--- config.mk ---
export PLATFORM = sky130hd
export DESIGN_NAME = custom_hls_ctrl_hub_flat
export DESIGN_NICKNAME = d
export VERILOG_FILES = /design/src/rtl/custom_hls_ctrl_hub_if.sv /design/src/rtl/custom_hls_ctrl_hub.sv /design/src/flat_wrapper.sv
export SDC_FILE = /design/constraint.sdc
export NUM_CORES = 1
export LEC_CHECK = 0
export BUFFER_PORTS_ARGS = -buffer_cell sky130_fd_sc_hd__clkbuf_2
export CAP_MARGIN = 20
export CORE_MARGIN = 2
export CORE_UTILIZATION = 55
export CTS_BUF_LIST = sky130_fd_sc_hd__clkbuf_4
export CTS_CLUSTER_DIAMETER = 60
export DETAILED_ROUTE_END_ITERATION = 8
export GPL_TIMING_DRIVEN = 0
export PLACE_DENSITY = 0.89
export SYNTH_ARGS = -nofsm -noshare
export SYNTH_HDL_FRONTEND = slang
export SYNTH_SLANG_ARGS = --single-unit
--- constraint.sdc ---
create_clock -name clk_i -period 27.8 [get_ports clk_i]
set_clock_uncertainty 0.1 [all_clocks]
set_input_delay 5.56 -clock clk_i [delete_from_list [all_inputs] [get_ports clk_i]]
set_output_delay 5.56 -clock clk_i [all_outputs]
set_load 0.03 [all_outputs]
--- src/rtl/custom_hls_ctrl_hub_if.sv ---
// AXI-lite control bus between the system crossbar and custom_hls_ctrl_hub.
// master = crossbar side, slave = register file side.
interface custom_hls_ctrl_hub_if #(
    parameter int ADDR_WIDTH = 12
);
    logic                  awvalid;
    logic                  awready;
    logic [ADDR_WIDTH-1:0] awaddr;
    logic                  wvalid;
    logic                  wready;
    logic [31:0]           wdata;
    logic [3:0]            wstrb;
    logic                  bvalid;
    logic                  bready;
    logic [1:0]            bresp;
    logic                  arvalid;
    logic                  arready;
    logic [ADDR_WIDTH-1:0] araddr;
    logic                  rvalid;
    logic                  rready;
    logic [31:0]           rdata;
    logic [1:0]            rresp;

    modport master (
        output awvalid, awaddr, wvalid, wdata, wstrb, bready, arvalid, araddr, rready,
        input  awready, wready, bvalid, bresp, arready, rvalid, rdata, rresp
    );

    modport slave (
        input  awvalid, awaddr, wvalid, wdata, wstrb, bready, arvalid, araddr, rready,
        output awready, wready, bvalid, bresp, arready, rvalid, rdata, rresp
    );
endinterface

--- src/rtl/custom_hls_ctrl_hub.sv ---
// AXI-lite register file driving ap_ctrl_hs start/done handshakes for NUM_KERNELS HLS cores.
// Define HLS_CTRL_CYCLE_CNT_EN to implement the per-kernel CYCLES counters.
module custom_hls_ctrl_hub #(
    parameter int NUM_KERNELS = 2,
    parameter int NUM_ARGS    = 4,
    parameter int ADDR_WIDTH  = 12
) (
    input  logic                                clk_i,
    input  logic                                rst_i,
    custom_hls_ctrl_hub_if.slave                control_axilite,
    output logic [NUM_KERNELS-1:0]              ap_start_o,
    input  logic [NUM_KERNELS-1:0]              ap_ready_i,
    input  logic [NUM_KERNELS-1:0]              ap_done_i,
    input  logic [NUM_KERNELS-1:0]              ap_idle_i,
    output logic [NUM_KERNELS*NUM_ARGS*32-1:0]  args_o,
    output logic                                interrupt_o
);
    localparam int KW = ADDR_WIDTH - 6;

    localparam logic [1:0] S_IDLE     = 2'd0;
    localparam logic [1:0] S_LAUNCH   = 2'd1;
    localparam logic [1:0] S_RUN      = 2'd2;
    localparam logic [1:0] S_COMPLETE = 2'd3;

    logic [1:0]                          r_state [NUM_KERNELS];
    logic [NUM_KERNELS-1:0]              r_auto;
    logic [NUM_KERNELS-1:0]              r_done;
    logic [NUM_KERNELS-1:0]              r_ier;
    logic [NUM_KERNELS*NUM_ARGS-1:0][31:0] r_args;

    logic        r_bvalid;
    logic [1:0]  r_bresp;
    logic        r_rvalid;
    logic [1:0]  r_rresp;
    logic [31:0] r_rdata;

    logic                   w_wr;
    logic                   w_rd;
    logic [KW-1:0]          w_wk;
    logic [KW-1:0]          w_rk;
    logic [3:0]             w_woff;
    logic [3:0]             w_roff;
    logic                   w_wk_ok;
    logic                   w_rk_ok;
    logic [NUM_KERNELS-1:0] w_whit;
    logic [NUM_KERNELS-1:0] w_start;
    logic [31:0]            w_cycles [NUM_KERNELS];
    logic [31:0]            w_rdata;
    logic [1:0]             w_rresp;
    logic                   w_unused_addr_lsbs;

    // Both address channels are accepted combinationally; bvalid/rvalid block the next beat.
    assign w_wr = control_axilite.awvalid & control_axilite.wvalid & ~r_bvalid & ~rst_i;
    assign w_rd = control_axilite.arvalid & ~r_rvalid & ~rst_i;

    assign w_wk    = control_axilite.awaddr[ADDR_WIDTH-1:6];
    assign w_rk    = control_axilite.araddr[ADDR_WIDTH-1:6];
    assign w_woff  = control_axilite.awaddr[5:2];
    assign w_roff  = control_axilite.araddr[5:2];
    assign w_wk_ok = ({1'b0, w_wk} < (KW+1)'(NUM_KERNELS));
    assign w_rk_ok = ({1'b0, w_rk} < (KW+1)'(NUM_KERNELS));

    assign w_unused_addr_lsbs = &{1'b0, control_axilite.awaddr[1:0], control_axilite.araddr[1:0]};

    assign control_axilite.awready = w_wr;
    assign control_axilite.wready  = w_wr;
    assign control_axilite.arready = w_rd;
    assign control_axilite.bvalid  = r_bvalid;
    assign control_axilite.bresp   = r_bresp;
    assign control_axilite.rvalid  = r_rvalid;
    assign control_axilite.rdata   = r_rdata;
    assign control_axilite.rresp   = r_rresp;

    assign args_o      = r_args;
    assign interrupt_o = |(r_done & r_ier);

    always_comb begin
        for (int k = 0; k < NUM_KERNELS; k++) begin
            w_whit[k]     = w_wr && (w_wk == KW'(k));
            w_start[k]    = w_whit[k] && (w_woff == 4'd0) && control_axilite.wstrb[0]
                            && control_axilite.wdata[0];
            ap_start_o[k] = (r_state[k] == S_LAUNCH);
        end
    end

    always_ff @(posedge clk_i or posedge rst_i) begin
        if (rst_i) begin
            for (int k = 0; k < NUM_KERNELS; k++) r_state[k] <= S_IDLE;
            r_auto <= '0;
            r_done <= '0;
            r_ier  <= '0;
            r_args <= '0;
        end else begin
            for (int k = 0; k < NUM_KERNELS; k++) begin
                if (w_whit[k] && control_axilite.wstrb[0]) begin
                    if (w_woff == 4'd0) r_auto[k] <= control_axilite.wdata[7];
                    if (w_woff == 4'd1 && control_axilite.wdata[1]) r_done[k] <= 1'b0;
                    if (w_woff == 4'd2) r_ier[k] <= control_axilite.wdata[0];
                end
                for (int i = 0; i < NUM_ARGS; i++) begin
                    if (w_whit[k] && (w_woff == 4'(4 + i))) begin
                        for (int b = 0; b < 4; b++) begin
                            if (control_axilite.wstrb[b])
                                r_args[k*NUM_ARGS+i][8*b +: 8] <= control_axilite.wdata[8*b +: 8];
                        end
                    end
                end
                // COMPLETE is placed after the W1C so a coincident completion keeps DONE set.
                case (r_state[k])
                    S_IDLE:     if (w_start[k]) r_state[k] <= S_LAUNCH;
                    S_LAUNCH:   if (ap_ready_i[k]) r_state[k] <= ap_done_i[k] ? S_COMPLETE : S_RUN;
                    S_RUN:      if (ap_done_i[k]) r_state[k] <= S_COMPLETE;
                    S_COMPLETE: begin
                        r_done[k]  <= 1'b1;
                        r_state[k] <= r_auto[k] ? S_LAUNCH : S_IDLE;
                    end
                    default:    r_state[k] <= S_IDLE;
                endcase
            end
        end
    end

`ifdef HLS_CTRL_CYCLE_CNT_EN
    logic [31:0] r_cycles [NUM_KERNELS];

    always_ff @(posedge clk_i or posedge rst_i) begin
        if (rst_i) begin
            for (int k = 0; k < NUM_KERNELS; k++) r_cycles[k] <= '0;
        end else begin
            for (int k = 0; k < NUM_KERNELS; k++) begin
                if (r_state[k] == S_IDLE) begin
                    if (w_start[k]) r_cycles[k] <= '0;
                end else if (r_cycles[k] != 32'hFFFF_FFFF) begin
                    r_cycles[k] <= r_cycles[k] + 32'd1;
                end
            end
        end
    end

    always_comb begin
        for (int k = 0; k < NUM_KERNELS; k++) w_cycles[k] = r_cycles[k];
    end
`else
    always_comb begin
        for (int k = 0; k < NUM_KERNELS; k++) w_cycles[k] = '0;
    end
`endif

    always_comb begin
        w_rdata = '0;
        w_rresp = 2'b00;
        if (!w_rk_ok) begin
            w_rresp = 2'b10;
        end else begin
            for (int k = 0; k < NUM_KERNELS; k++) begin
                if (w_rk == KW'(k)) begin
                    case (w_roff)
                        4'd0: w_rdata = {24'd0, r_auto[k], 7'd0};
                        4'd1: w_rdata = {29'd0, ap_idle_i[k], r_done[k], r_state[k] != S_IDLE};
                        4'd2: w_rdata = {31'd0, r_ier[k]};
                        4'd3: w_rdata = w_cycles[k];
                        default: begin
                            for (int i = 0; i < NUM_ARGS; i++)
                                if (w_roff == 4'(4 + i)) w_rdata = r_args[k*NUM_ARGS+i];
                        end
                    endcase
                end
            end
        end
    end

    always_ff @(posedge clk_i or posedge rst_i) begin
        if (rst_i) begin
            r_bvalid <= 1'b0;
            r_bresp  <= 2'b00;
            r_rvalid <= 1'b0;
            r_rresp  <= 2'b00;
            r_rdata  <= '0;
        end else begin
            if (w_wr) begin
                r_bvalid <= 1'b1;
                r_bresp  <= w_wk_ok ? 2'b00 : 2'b10;
            end else if (control_axilite.bready) begin
                r_bvalid <= 1'b0;
            end
            if (w_rd) begin
                r_rvalid <= 1'b1;
                r_rdata  <= w_rdata;
                r_rresp  <= w_rresp;
            end else if (control_axilite.rready) begin
                r_rvalid <= 1'b0;
            end
        end
    end
endmodule
--- src/flat_wrapper.sv ---
// flat-port wrapper written by rule: the top's interface ports become plain ports
module custom_hls_ctrl_hub_flat 
#(
    parameter int NUM_KERNELS = 2,
    parameter int NUM_ARGS    = 4,
    parameter int ADDR_WIDTH  = 12
)
  (clk_i, rst_i, ap_start_o, ap_ready_i, ap_done_i, ap_idle_i, args_o, interrupt_o, control_axilite_awvalid, control_axilite_awaddr, control_axilite_wvalid, control_axilite_wdata, control_axilite_wstrb, control_axilite_bready, control_axilite_arvalid, control_axilite_araddr, control_axilite_rready, control_axilite_awready, control_axilite_wready, control_axilite_bvalid, control_axilite_bresp, control_axilite_arready, control_axilite_rvalid, control_axilite_rdata, control_axilite_rresp);
  custom_hls_ctrl_hub_if #(.ADDR_WIDTH(ADDR_WIDTH)) control_axilite_i ();
  input  logic clk_i;
  input  logic rst_i;
  output logic [NUM_KERNELS-1:0] ap_start_o;
  input  logic [NUM_KERNELS-1:0] ap_ready_i;
  input  logic [NUM_KERNELS-1:0] ap_done_i;
  input  logic [NUM_KERNELS-1:0] ap_idle_i;
  output logic [NUM_KERNELS*NUM_ARGS*32-1:0] args_o;
  output logic interrupt_o;
  input wire logic [$bits(control_axilite_i.awvalid)-1:0] control_axilite_awvalid;
  input wire logic [$bits(control_axilite_i.awaddr)-1:0] control_axilite_awaddr;
  input wire logic [$bits(control_axilite_i.wvalid)-1:0] control_axilite_wvalid;
  input wire logic [$bits(control_axilite_i.wdata)-1:0] control_axilite_wdata;
  input wire logic [$bits(control_axilite_i.wstrb)-1:0] control_axilite_wstrb;
  input wire logic [$bits(control_axilite_i.bready)-1:0] control_axilite_bready;
  input wire logic [$bits(control_axilite_i.arvalid)-1:0] control_axilite_arvalid;
  input wire logic [$bits(control_axilite_i.araddr)-1:0] control_axilite_araddr;
  input wire logic [$bits(control_axilite_i.rready)-1:0] control_axilite_rready;
  output wire logic [$bits(control_axilite_i.awready)-1:0] control_axilite_awready;
  output wire logic [$bits(control_axilite_i.wready)-1:0] control_axilite_wready;
  output wire logic [$bits(control_axilite_i.bvalid)-1:0] control_axilite_bvalid;
  output wire logic [$bits(control_axilite_i.bresp)-1:0] control_axilite_bresp;
  output wire logic [$bits(control_axilite_i.arready)-1:0] control_axilite_arready;
  output wire logic [$bits(control_axilite_i.rvalid)-1:0] control_axilite_rvalid;
  output wire logic [$bits(control_axilite_i.rdata)-1:0] control_axilite_rdata;
  output wire logic [$bits(control_axilite_i.rresp)-1:0] control_axilite_rresp;
  assign control_axilite_i.awvalid = control_axilite_awvalid;
  assign control_axilite_i.awaddr = control_axilite_awaddr;
  assign control_axilite_i.wvalid = control_axilite_wvalid;
  assign control_axilite_i.wdata = control_axilite_wdata;
  assign control_axilite_i.wstrb = control_axilite_wstrb;
  assign control_axilite_i.bready = control_axilite_bready;
  assign control_axilite_i.arvalid = control_axilite_arvalid;
  assign control_axilite_i.araddr = control_axilite_araddr;
  assign control_axilite_i.rready = control_axilite_rready;
  assign control_axilite_awready = control_axilite_i.awready;
  assign control_axilite_wready = control_axilite_i.wready;
  assign control_axilite_bvalid = control_axilite_i.bvalid;
  assign control_axilite_bresp = control_axilite_i.bresp;
  assign control_axilite_arready = control_axilite_i.arready;
  assign control_axilite_rvalid = control_axilite_i.rvalid;
  assign control_axilite_rdata = control_axilite_i.rdata;
  assign control_axilite_rresp = control_axilite_i.rresp;
  custom_hls_ctrl_hub #(.NUM_KERNELS(NUM_KERNELS), .NUM_ARGS(NUM_ARGS), .ADDR_WIDTH(ADDR_WIDTH)) u_core (.clk_i(clk_i), .rst_i(rst_i), .control_axilite(control_axilite_i), .ap_start_o(ap_start_o), .ap_ready_i(ap_ready_i), .ap_done_i(ap_done_i), .ap_idle_i(ap_idle_i), .args_o(args_o), .interrupt_o(interrupt_o));
endmodule
==> results of run 1 <==
per-layer routing:
metal	up-vias	track usage	routed length, µm
li1	4460	-	-
met1	5465	0.415	16500
met2	704	0.566	22300
met3	175	0.124	4900
met4	0	0.224	2660
met5	-	0	0
logic make-up after synthesis:
kind of cell | Yosys count | synth area share
flops | 302 | 0.549
mux | 338 | 0.322
compound gates | 75 | 0.0383
buf+inv | 56 | 0.0182
fa+ha+maj | 8 | 0.00727
simple gates | 165 | 0.0650
other cells | 1 | 0.000272
area by class of cell:
type	count	area, µm²	share of cell area
Timing Repair Buffer	365	1870	0.110
Inverter	12	52.6	0.00308
Antenna cell	1	2.50	0.000147
Clock buffer	113	848	0.0497
Buffer	44	205	0.0120
Sequential cell	302	7560	0.443
Clock inverter	20	165	0.00967
Multi-Input combinational cell	588	5970	0.350
Tap cell	324	405	0.0237
stage by stage:
| stage | util | worst slack (ns) | power (mW) |
|---|---|---|---|
| 4_1_cts | 0.698 | 13.77 | 0.966 |
| 2_1_floorplan | - | 7.90 | 0.531 |
| 3_5_place_dp | 0.657 | 13.78 | 0.570 |
| 3_3_place_gp | 0.654 | 3.36 | 0.565 |
| 6_report | 0.698 | 13.76 | 0.964 |
| 5_1_grt | 0.698 | 13.53 | 0.999 |
Yosys cell counts, types with 8 or more instances:
library cell / number
sky130_fd_sc_hd__dfrtp_1: 302
sky130_fd_sc_hd__mux2_2: 258
sky130_fd_sc_hd__mux4_2: 58
sky130_fd_sc_hd__nor2_1: 50
sky130_fd_sc_hd__nand2_1: 27
sky130_fd_sc_hd__clkbuf_1: 23
sky130_fd_sc_hd__o21ai_0: 22
sky130_fd_sc_hd__a221oi_1: 18
sky130_fd_sc_hd__mux2i_1: 17
sky130_fd_sc_hd__nand2_2: 16
sky130_fd_sc_hd__inv_1: 12
sky130_fd_sc_hd__nor2_2: 12
sky130_fd_sc_hd__buf_2: 11
sky130_fd_sc_hd__ha_1: 8
sky130_fd_sc_hd__nor2b_1: 8
registers in the layout, indices dropped and copies added (netlist names):
name / cells
u_core.control_axilite.rvalid: 1
u_core.r_auto: 2
u_core.control_axilite.bresp: 1
u_core.control_axilite.rresp: 1
u_core.r_done: 2
u_core.r_ier: 2
u_core.args_o: 256
u_core.control_axilite.bvalid: 1
u_core.control_axilite.rdata: 32
u_core.r_state: 4
cell usage in the layout, fill, tap and decap left out, types with 3 or more instances in the layout:
cell / instances
sky130_fd_sc_hd__nor2_1: 50
sky130_fd_sc_hd__and2_1: 5
sky130_fd_sc_hd__dfrtp_1: 302
sky130_fd_sc_hd__buf_1: 3
sky130_fd_sc_hd__nand2_1: 27
sky130_fd_sc_hd__clkinv_1: 12
sky130_fd_sc_hd__nand3_1: 7
sky130_fd_sc_hd__clkbuf_2: 363
sky130_fd_sc_hd__nor4_1: 3
sky130_fd_sc_hd__a31oi_1: 3
sky130_fd_sc_hd__nor3_1: 6
sky130_fd_sc_hd__clkbuf_1: 23
sky130_fd_sc_hd__a22o_1: 4
sky130_fd_sc_hd__nand2_2: 16
sky130_fd_sc_hd__bufinv_16: 3
sky130_fd_sc_hd__buf_2: 11
sky130_fd_sc_hd__mux2i_1: 17
sky130_fd_sc_hd__nor2_2: 12
sky130_fd_sc_hd__a221oi_1: 18
sky130_fd_sc_hd__and3_1: 4
sky130_fd_sc_hd__clkbuf_4: 113
sky130_fd_sc_hd__nor2b_1: 8
sky130_fd_sc_hd__a21oi_1: 7
sky130_fd_sc_hd__a211oi_1: 3
sky130_fd_sc_hd__nor2_4: 4
sky130_fd_sc_hd__ha_1: 8
sky130_fd_sc_hd__inv_1: 11
sky130_fd_sc_hd__mux4_2: 58
sky130_fd_sc_hd__buf_4: 7
sky130_fd_sc_hd__and2_0: 3
sky130_fd_sc_hd__mux2_1: 5
sky130_fd_sc_hd__o21ai_0: 22
sky130_fd_sc_hd__mux2_2: 258
sky130_fd_sc_hd__nand2b_1: 4
power groups by stage:
| stage | logic [mW] | clock network, mW | registers (mW) |
|---|---|---|---|
| 6_report | 0.107 | 0.400 | 0.457 |
| 5_1_grt | 0.116 | 0.426 | 0.457 |
| 4_1_cts | 0.106 | 0.403 | 0.457 |
| 3_5_place_dp | 0.105 | 0 | 0.465 |
| 3_3_place_gp | 0.101 | 0 | 0.464 |
| 2_1_floorplan | 0.0545 | 0 | 0.477 |
how the worst max path moves through the flow:
| stage | from | endpoint | slack [ns] | cells after the start |
|---|---|---|---|---|
| finish | rst_i | control_axilite_arready | 13.76 | 7 |
| detailed placement | rst_i | control_axilite_arready | 13.78 | 7 |
| CTS | rst_i | control_axilite_arready | 13.77 | 7 |
| global route | rst_i | control_axilite_arready | 13.53 | 7 |
| floorplan | rst_i | control_axilite_arready | 7.90 | 4 |
| global placement | rst_i | control_axilite_arready | 3.36 | 6 |
worst min-delay path: cells and delay by family (launching register included):
family	cells	cell delay, ns
DFF	1	0.34
and+or+nand+nor	1	0.05
AOI/OAI and AO/OA	1	0.06
==> summary.md, run 1 <==
| Metric | Value |
|---|---|
| Terminus of the critical flop-to-flop path | u_core.args_o[173] |
| Total Die Area | 0.0263 mm² |
| Number of filler instances in the final layout | 1,700 |
| Nets | 1,473 |
| Origin of the critical flop-to-flop path | u_core.control_axilite.bvalid |
| Crit-path leading delay family | buffers and inverters |
| Clock tree from TritonCTS | done |
| Power share of the combinational group | 0.111 |
| Share of post-route cells with drive strength above 1 | 0.595 |
| Count of instances resized after the clock tree is built | 0 |
| Cell mode on critical path | sky130_fd_sc_hd__clkbuf_2 |
| Maximum fanout count along the critical path | 130 |
| Final hold vios | 0 |
| CP arrival | 8.38 ns |
| Buffers inserted during post-CTS setup optimization | 0 |
| Area after DPL | 0.0161 mm² |
| Floorplan die width | 162 µm |
| Max-cap viol count | 0 |
| Detailed Route WL | 46,400 µm |
| First-pass detailed-route iteration total | 5 |
| Transition time at the pin with the least slew margin | 1.15 ns |
| Initial cell density of the core | 0.563 |
| FMAX | 71.2 MHz |
| Area of the core region | 0.0245 mm² |
| Top FF cell, synth | sky130_fd_sc_hd__dfrtp_1 |
| Root buffer cell | sky130_fd_sc_hd__clkbuf_4 |
| Detailed Route Iter0 Violations | 974 |
| Post-CTS Hold Fix Bufs | 0 |
| Period utilization | 0.505 |
| Count of buffering cells on the critical path with inverters included | 6 |
| Number of enable flip-flop cells after synthesis | 0 |
| Final count of pins violating max slew | 0 |
| Final Wtd Congestion | 0.975 |
| Residual antenna-violating net count after detailed routing | 0 |
| Internal Dissipation | 0.699 mW |
| Share of flip-flops with an asynchronous set or reset after synthesis | 1.00 |
| Area growth from synthesis to final layout | 24.0% |
| Hold Startpoint | u_core.control_axilite.rdata[13] |
| Number of antenna violations at the first check in global routing | 1 |
| Wire length of the first global-routing pass | 68,800 µm |
| Die height | 162 µm |
| Type of element capturing the critical path | output pin |
| Proportion of power drawn by the clock network | 0.416 |
| Vias | 10,800 |
| Worst-case hold slack | 0.391 ns |
| Clk Latency, worst-skew pair | 0.69 ns |
| Number of synthesized register bits | 302 |
| Cell taking the most area after synthesis | sky130_fd_sc_hd__dfrtp_1 |
| Clock-pin slew reported for the worst setup and hold paths after clock tree synthesis | 0.06 ns |
| WP data required | 22.14 ns |
| Worst reg-to-reg setup slack | 25.14 ns |
| Pin count of the biggest net entering global routing | 136 |
| DP Cell Count | 1,635 |
| Net switching power figure | 0.265 mW |
| Number of instances on the worst hold path | 2 |
| Run status | finished clean |
| Area share of the largest cell type after synthesis | 0.549 |
| Slowest Stage Delay on Critical Path | 0.67 ns |
| Unrepaired setup endpoints after global routing | false |
| Clock sink count | 302 |
| Worst hold path class | register to register |
| Syn Inst Count | 945 |
| Max rail drop VDD | 0.0000397 V |
| Power density over cell area | 56.4 mW/mm² |
| Wire length per cell after detailed routing | 26.2 µm |
| Post-synthesis average cell area | 14.6 µm² |
| Switching fraction of total power | 0.275 |
| H-Tree Level Count | 3 |
| Via/cell ratio | 6.11 |
| Post-detail-place hpwl | 32,600 µm |
| Number of cells in the finished layout apart from fillers | 1,769 |
| Cell Rows | 57 |
| Terminating pin of the worst hold path | u_core.control_axilite.rdata[13] |
| Register share of total power | 0.474 |
| Post-Synthesis Cell Area | 0.0138 mm² |
| Slew margin rel. | 0.234 |
| DRC viols | 0 |
| Post-route standard cell area excluding fillers | 0.0171 mm² |
| Deepest clock path buffer count | 3 |
| All-layer global routing usage | 0.356 |
| # IOs | 373 |
| Count of buffers inserted at the top-level ports | 363 |
| Sequential fraction of the synthesis area | 0.549 |
| Count of cells along the worst register-to-register path | 6 |
| Synth warnings | 0 |
| TritonCTS Buffers | 79 |
| Leakage dissipation | 9.03 nW |
| Number of distinct standard cells referenced by the synthesized netlist | 56 |
| Top area cells in the synthesized netlist | sky130_fd_sc_hd__dfrtp_1 (55%), sky130_fd_sc_hd__mux2_2 (21%), sky130_fd_sc_hd__mux4_2 (9.5%) |
| Via count of the first global-routing pass | 11,600 |
| Worst Path Class, Setup | input pin to output pin |
| List of cells traversed by the critical path | clkbuf_2, inv_8, buf_16, nand3_1, inv_1, clkbuf_1, clkbuf_2 |
| Count of endpoints failing setup in the final report | 0 |
| Time the final worst path needs with I/O delays and setup | 14.04 ns |
| Worst path slowest cell | sky130_fd_sc_hd__clkbuf_1 |
| Overflow left after global routing | 0 |
| Setup total negative slack | 0 ns |
| Kind of start point of the critical path | input pin |
Power figures use the tool's default switching activity.
==> run 2: changes to the inputs <==
==> constraint.sdc (replaced) <==
create_clock -name clk_i -period 13.4 [get_ports clk_i]
set_clock_uncertainty 0.1 [all_clocks]
set_input_delay 2.68 -clock clk_i [delete_from_list [all_inputs] [get_ports clk_i]]
set_output_delay 2.68 -clock clk_i [all_outputs]
set_load 0.03 [all_outputs]
==> run 2 against run 1 <==
  * Total power grew 100%
  * Routed wire length shrank 2.6%
  * Non-clock buffer count grew 6
  * Largest power group unchanged
  * Highest routed layer is now met5
==> summary.md, run 2 (same netlist as run 1, synthesis figures left out) <==
| Metric | Value |
|---|---|
| Run status | finished clean (unchanged) |
| Cell Rows | 57 (unchanged) |
| Maximum fanout count along the critical path | 36 (was 130) |
| Worst Path Class, Setup | input pin to output pin (unchanged) |
| Worst hold path class | register to register (unchanged) |
| Root buffer cell | sky130_fd_sc_hd__clkbuf_4 (unchanged) |
| Terminus of the critical flop-to-flop path | u_core.args_o[143] (was u_core.args_o[173]) |
| FMAX | 127 MHz |
| Highest-count cells in the layout ignoring fill and taps | sky130_fd_sc_hd__clkbuf_2 (363), sky130_fd_sc_hd__dfrtp_1 (302), sky130_fd_sc_hd__mux2_2 (258) (unchanged) |
| Period utilization | 0.588 |
| All-layer global routing usage | 0.347 (was 0.356) |
| Final hold vios | 0 (unchanged) |
| Max reg flops | 256 (unchanged) |
| Clock sink count | 302 (unchanged) |
| Share of post-route cells with drive strength above 1 | 0.597 (was 0.595) |
| Total power | 1.96 mW (was 0.964 mW) |
| Number of antenna violations at the first check in global routing | 2 (was 1) |
| WP data required | 10.62 ns (was 22.14 ns) |
| Via count of the first global-routing pass | 11,600 (about the same) |
| Kind of start point of the critical path | input pin (unchanged) |
| Initial cell density of the core | 0.563 (unchanged) |
| Clk Latency, worst-skew pair | 0.67 ns (was 0.69 ns) |
| Nets | 1,478 (was 1,473) |
| Type of element capturing the critical path | output pin (unchanged) |
| Power density over cell area | 115 mW/mm² (was 56.4 mW/mm²) |
| Max-cap viol count | 0 (unchanged) |
| Overflow left after global routing | 0 (unchanged) |
| Post-detail-place hpwl | 32,200 µm (was 32,600 µm) |
| Detailed Route WL | 45,100 µm (was 46,400 µm) |
| Clock tree from TritonCTS | done (unchanged) |
| Number of instances on the worst hold path | 2 (unchanged) |
| List of cells traversed by the critical path | clkbuf_2, clkinvlp_4, buf_12, nand3_1, inv_1, clkbuf_1, clkbuf_2 (was clkbuf_2, inv_8, buf_16, nand3_1, inv_1, clkbuf_1, clkbuf_2) |
| CP Capture Point | control_axilite_arready (unchanged) |
| Count of cells along the worst register-to-register path | 6 (unchanged) |
| Count of buffers inserted at the top-level ports | 363 (unchanged) |
| Clock-pin slew reported for the worst setup and hold paths after clock tree synthesis | 0.07 ns (was 0.06 ns) |
| Leakage dissipation | 9.06 nW (was 9.03 nW) |
| Slew margin rel. | 0.260 (was 0.234) |
| Vias | 10,900 (was 10,800) |
| H-Tree Level Count | 3 (unchanged) |
| Count of instances resized after the clock tree is built | 0 (unchanged) |
| Count of buffering cells on the critical path with inverters included | 6 (unchanged) |
| Crit-path leading delay family | buffers and inverters (unchanged) |
| DRC viols | 0 (unchanged) |
| # IOs | 373 (unchanged) |
| Final Wtd Congestion | 0.997 (was 0.975) |
| Core occupancy in the finished layout | 0.701 (was 0.698) |
| Residual antenna-violating net count after detailed routing | 0 (unchanged) |
| Post-CTS Hold Fix Bufs | 0 (unchanged) |
| Wire length per cell after detailed routing | 25.4 µm (was 26.2 µm) |
| Count of endpoints failing setup in the final report | 0 (unchanged) |
| TritonCTS Buffers | 78 (was 79) |
| Via/cell ratio | 6.13 (was 6.11) |
| Worst path slowest cell | sky130_fd_sc_hd__clkbuf_1 (unchanged) |
| Stages on the worst setup path | 7 (unchanged) |
| Unrepaired setup endpoints after global routing | false (unchanged) |
| First-pass detailed-route iteration total | 7 (was 5) |
| Time the final worst path needs with I/O delays and setup | 7.88 ns |
| Area of the core region | 0.0245 mm² (unchanged) |
| Worst reg-to-reg setup slack | 10.77 ns (was 25.14 ns) |
| Origin of the critical flop-to-flop path | u_core.control_axilite.bvalid (unchanged) |
| Pin count of the biggest net entering global routing | 45 (was 136) |
| Buffers inserted during post-CTS setup optimization | 0 (unchanged) |
| Detailed Route Iter0 Violations | 995 (was 974) |
| Slowest Stage Delay on Critical Path | 0.67 ns (about the same) |
| Transition time at the pin with the least slew margin | 1.11 ns (was 1.15 ns) |
| Floorplan die width | 162 µm (unchanged) |
| Die height | 162 µm (unchanged) |
| Launch point of the critical path | rst_i (unchanged) |
| CP arrival | 5.10 ns (was 8.38 ns) |
| Most frequent standard cell in the layout excluding fill and tap cells | sky130_fd_sc_hd__clkbuf_2 (unchanged) |
| Wire length of the first global-routing pass | 67,800 µm (was 68,800 µm) |
| Area growth from synthesis to final layout | 24.5% (was 24.0%) |
| Final count of pins violating max slew | 0 (unchanged) |
| Deepest clock path buffer count | 3 (unchanged) |
| Total Die Area | 0.0263 mm² (unchanged) |
| Cell mode on critical path | sky130_fd_sc_hd__clkbuf_2 (unchanged) |
| Max rail drop VDD | 0.0000991 V (was 0.0000397 V) |
## run 2: cell count changes in the layout (fill, tap and decap cells not counted)
cell	change
sky130_fd_sc_hd__inv_2	+1
sky130_fd_sc_hd__clkinv_4	-1
sky130_fd_sc_hd__inv_8	-1
sky130_fd_sc_hd__buf_16	-2
sky130_fd_sc_hd__clkinvlp_4	+1
sky130_fd_sc_hd__bufinv_16	-2
sky130_fd_sc_hd__inv_6	+1
sky130_fd_sc_hd__clkbuf_4	+4
sky130_fd_sc_hd__buf_12	+8
sky130_fd_sc_hd__clkinv_2	-2
## run 2: stage by stage
step | TNS (ns) | instance area [µm²] | std cells | setup WS [ns] | hold WS (ns)
2_1_floorplan | 0 | 13800 | 946 | 2.06 | 0.398
3_3_place_gp | -1.19 | 16000 | 1633 | -1.19 | 0.361
3_5_place_dp | 0 | 16200 | 1641 | 5.67 | 0.378
4_1_cts | 0 | 17100 | 1775 | 5.64 | 0.394
5_1_grt | 0 | 17100 | 1776 | 5.45 | 0.426
6_report | 0 | 17100 | 1776 | 5.52 | 0.391
## run 2: worst min-delay path by stage
stage,startpoint,to,slack [ns]
after floorplan,u_core.r_done[0],u_core.r_done[0],0.40
after CTS,u_core.control_axilite.rdata[23],u_core.control_axilite.rdata[23],0.39
after global routing,u_core.control_axilite.bvalid,u_core.control_axilite.bvalid,0.43
after global placement,u_core.control_axilite.rdata[21],u_core.control_axilite.rdata[21],0.36
final,u_core.control_axilite.rdata[23],u_core.control_axilite.rdata[23],0.39
after detailed placement,u_core.control_axilite.rdata[23],u_core.control_axilite.rdata[23],0.38
## run 2: layer usage
layer | global-route usage | vias up | routed length, µm
met5 | 0 | - | 13
met4 | 0.195 | 2 | 2480
met3 | 0.114 | 197 | 4810
met2 | 0.556 | 779 | 21700
met1 | 0.416 | 5441 | 16200
li1 | - | 4476 | -
## run 2: worst reg2reg max path, stage by stage, from the launching register on
cell and delay, ns:
sky130_fd_sc_hd__dfrtp_1 0.39, sky130_fd_sc_hd__and4bb_2 0.29, sky130_fd_sc_hd__buf_4 0.15, sky130_fd_sc_hd__and2_1 0.25, sky130_fd_sc_hd__nand2_1 0.22, sky130_fd_sc_hd__nor2_2 0.68, sky130_fd_sc_hd__mux2_2 0.43
## run 2: cell type report
type	instances	area (µm²)
flip-flops and latches	302	7560
fillers	1663	7320
multi-input cells	588	5970
repair buffers	371	1980
clock buffers	117	878
well taps	324	405
plain buffers	44	205
clock inverters	17	98.8
inverters	12	48.8
diodes	1	2.50
## run 2: report_power, final
group          switching, mW  total (mW)  internal [mW]
Combinational          0.147       0.223         0.0756
Sequential            0.0156       0.948          0.932
Clock                  0.376       0.793          0.417
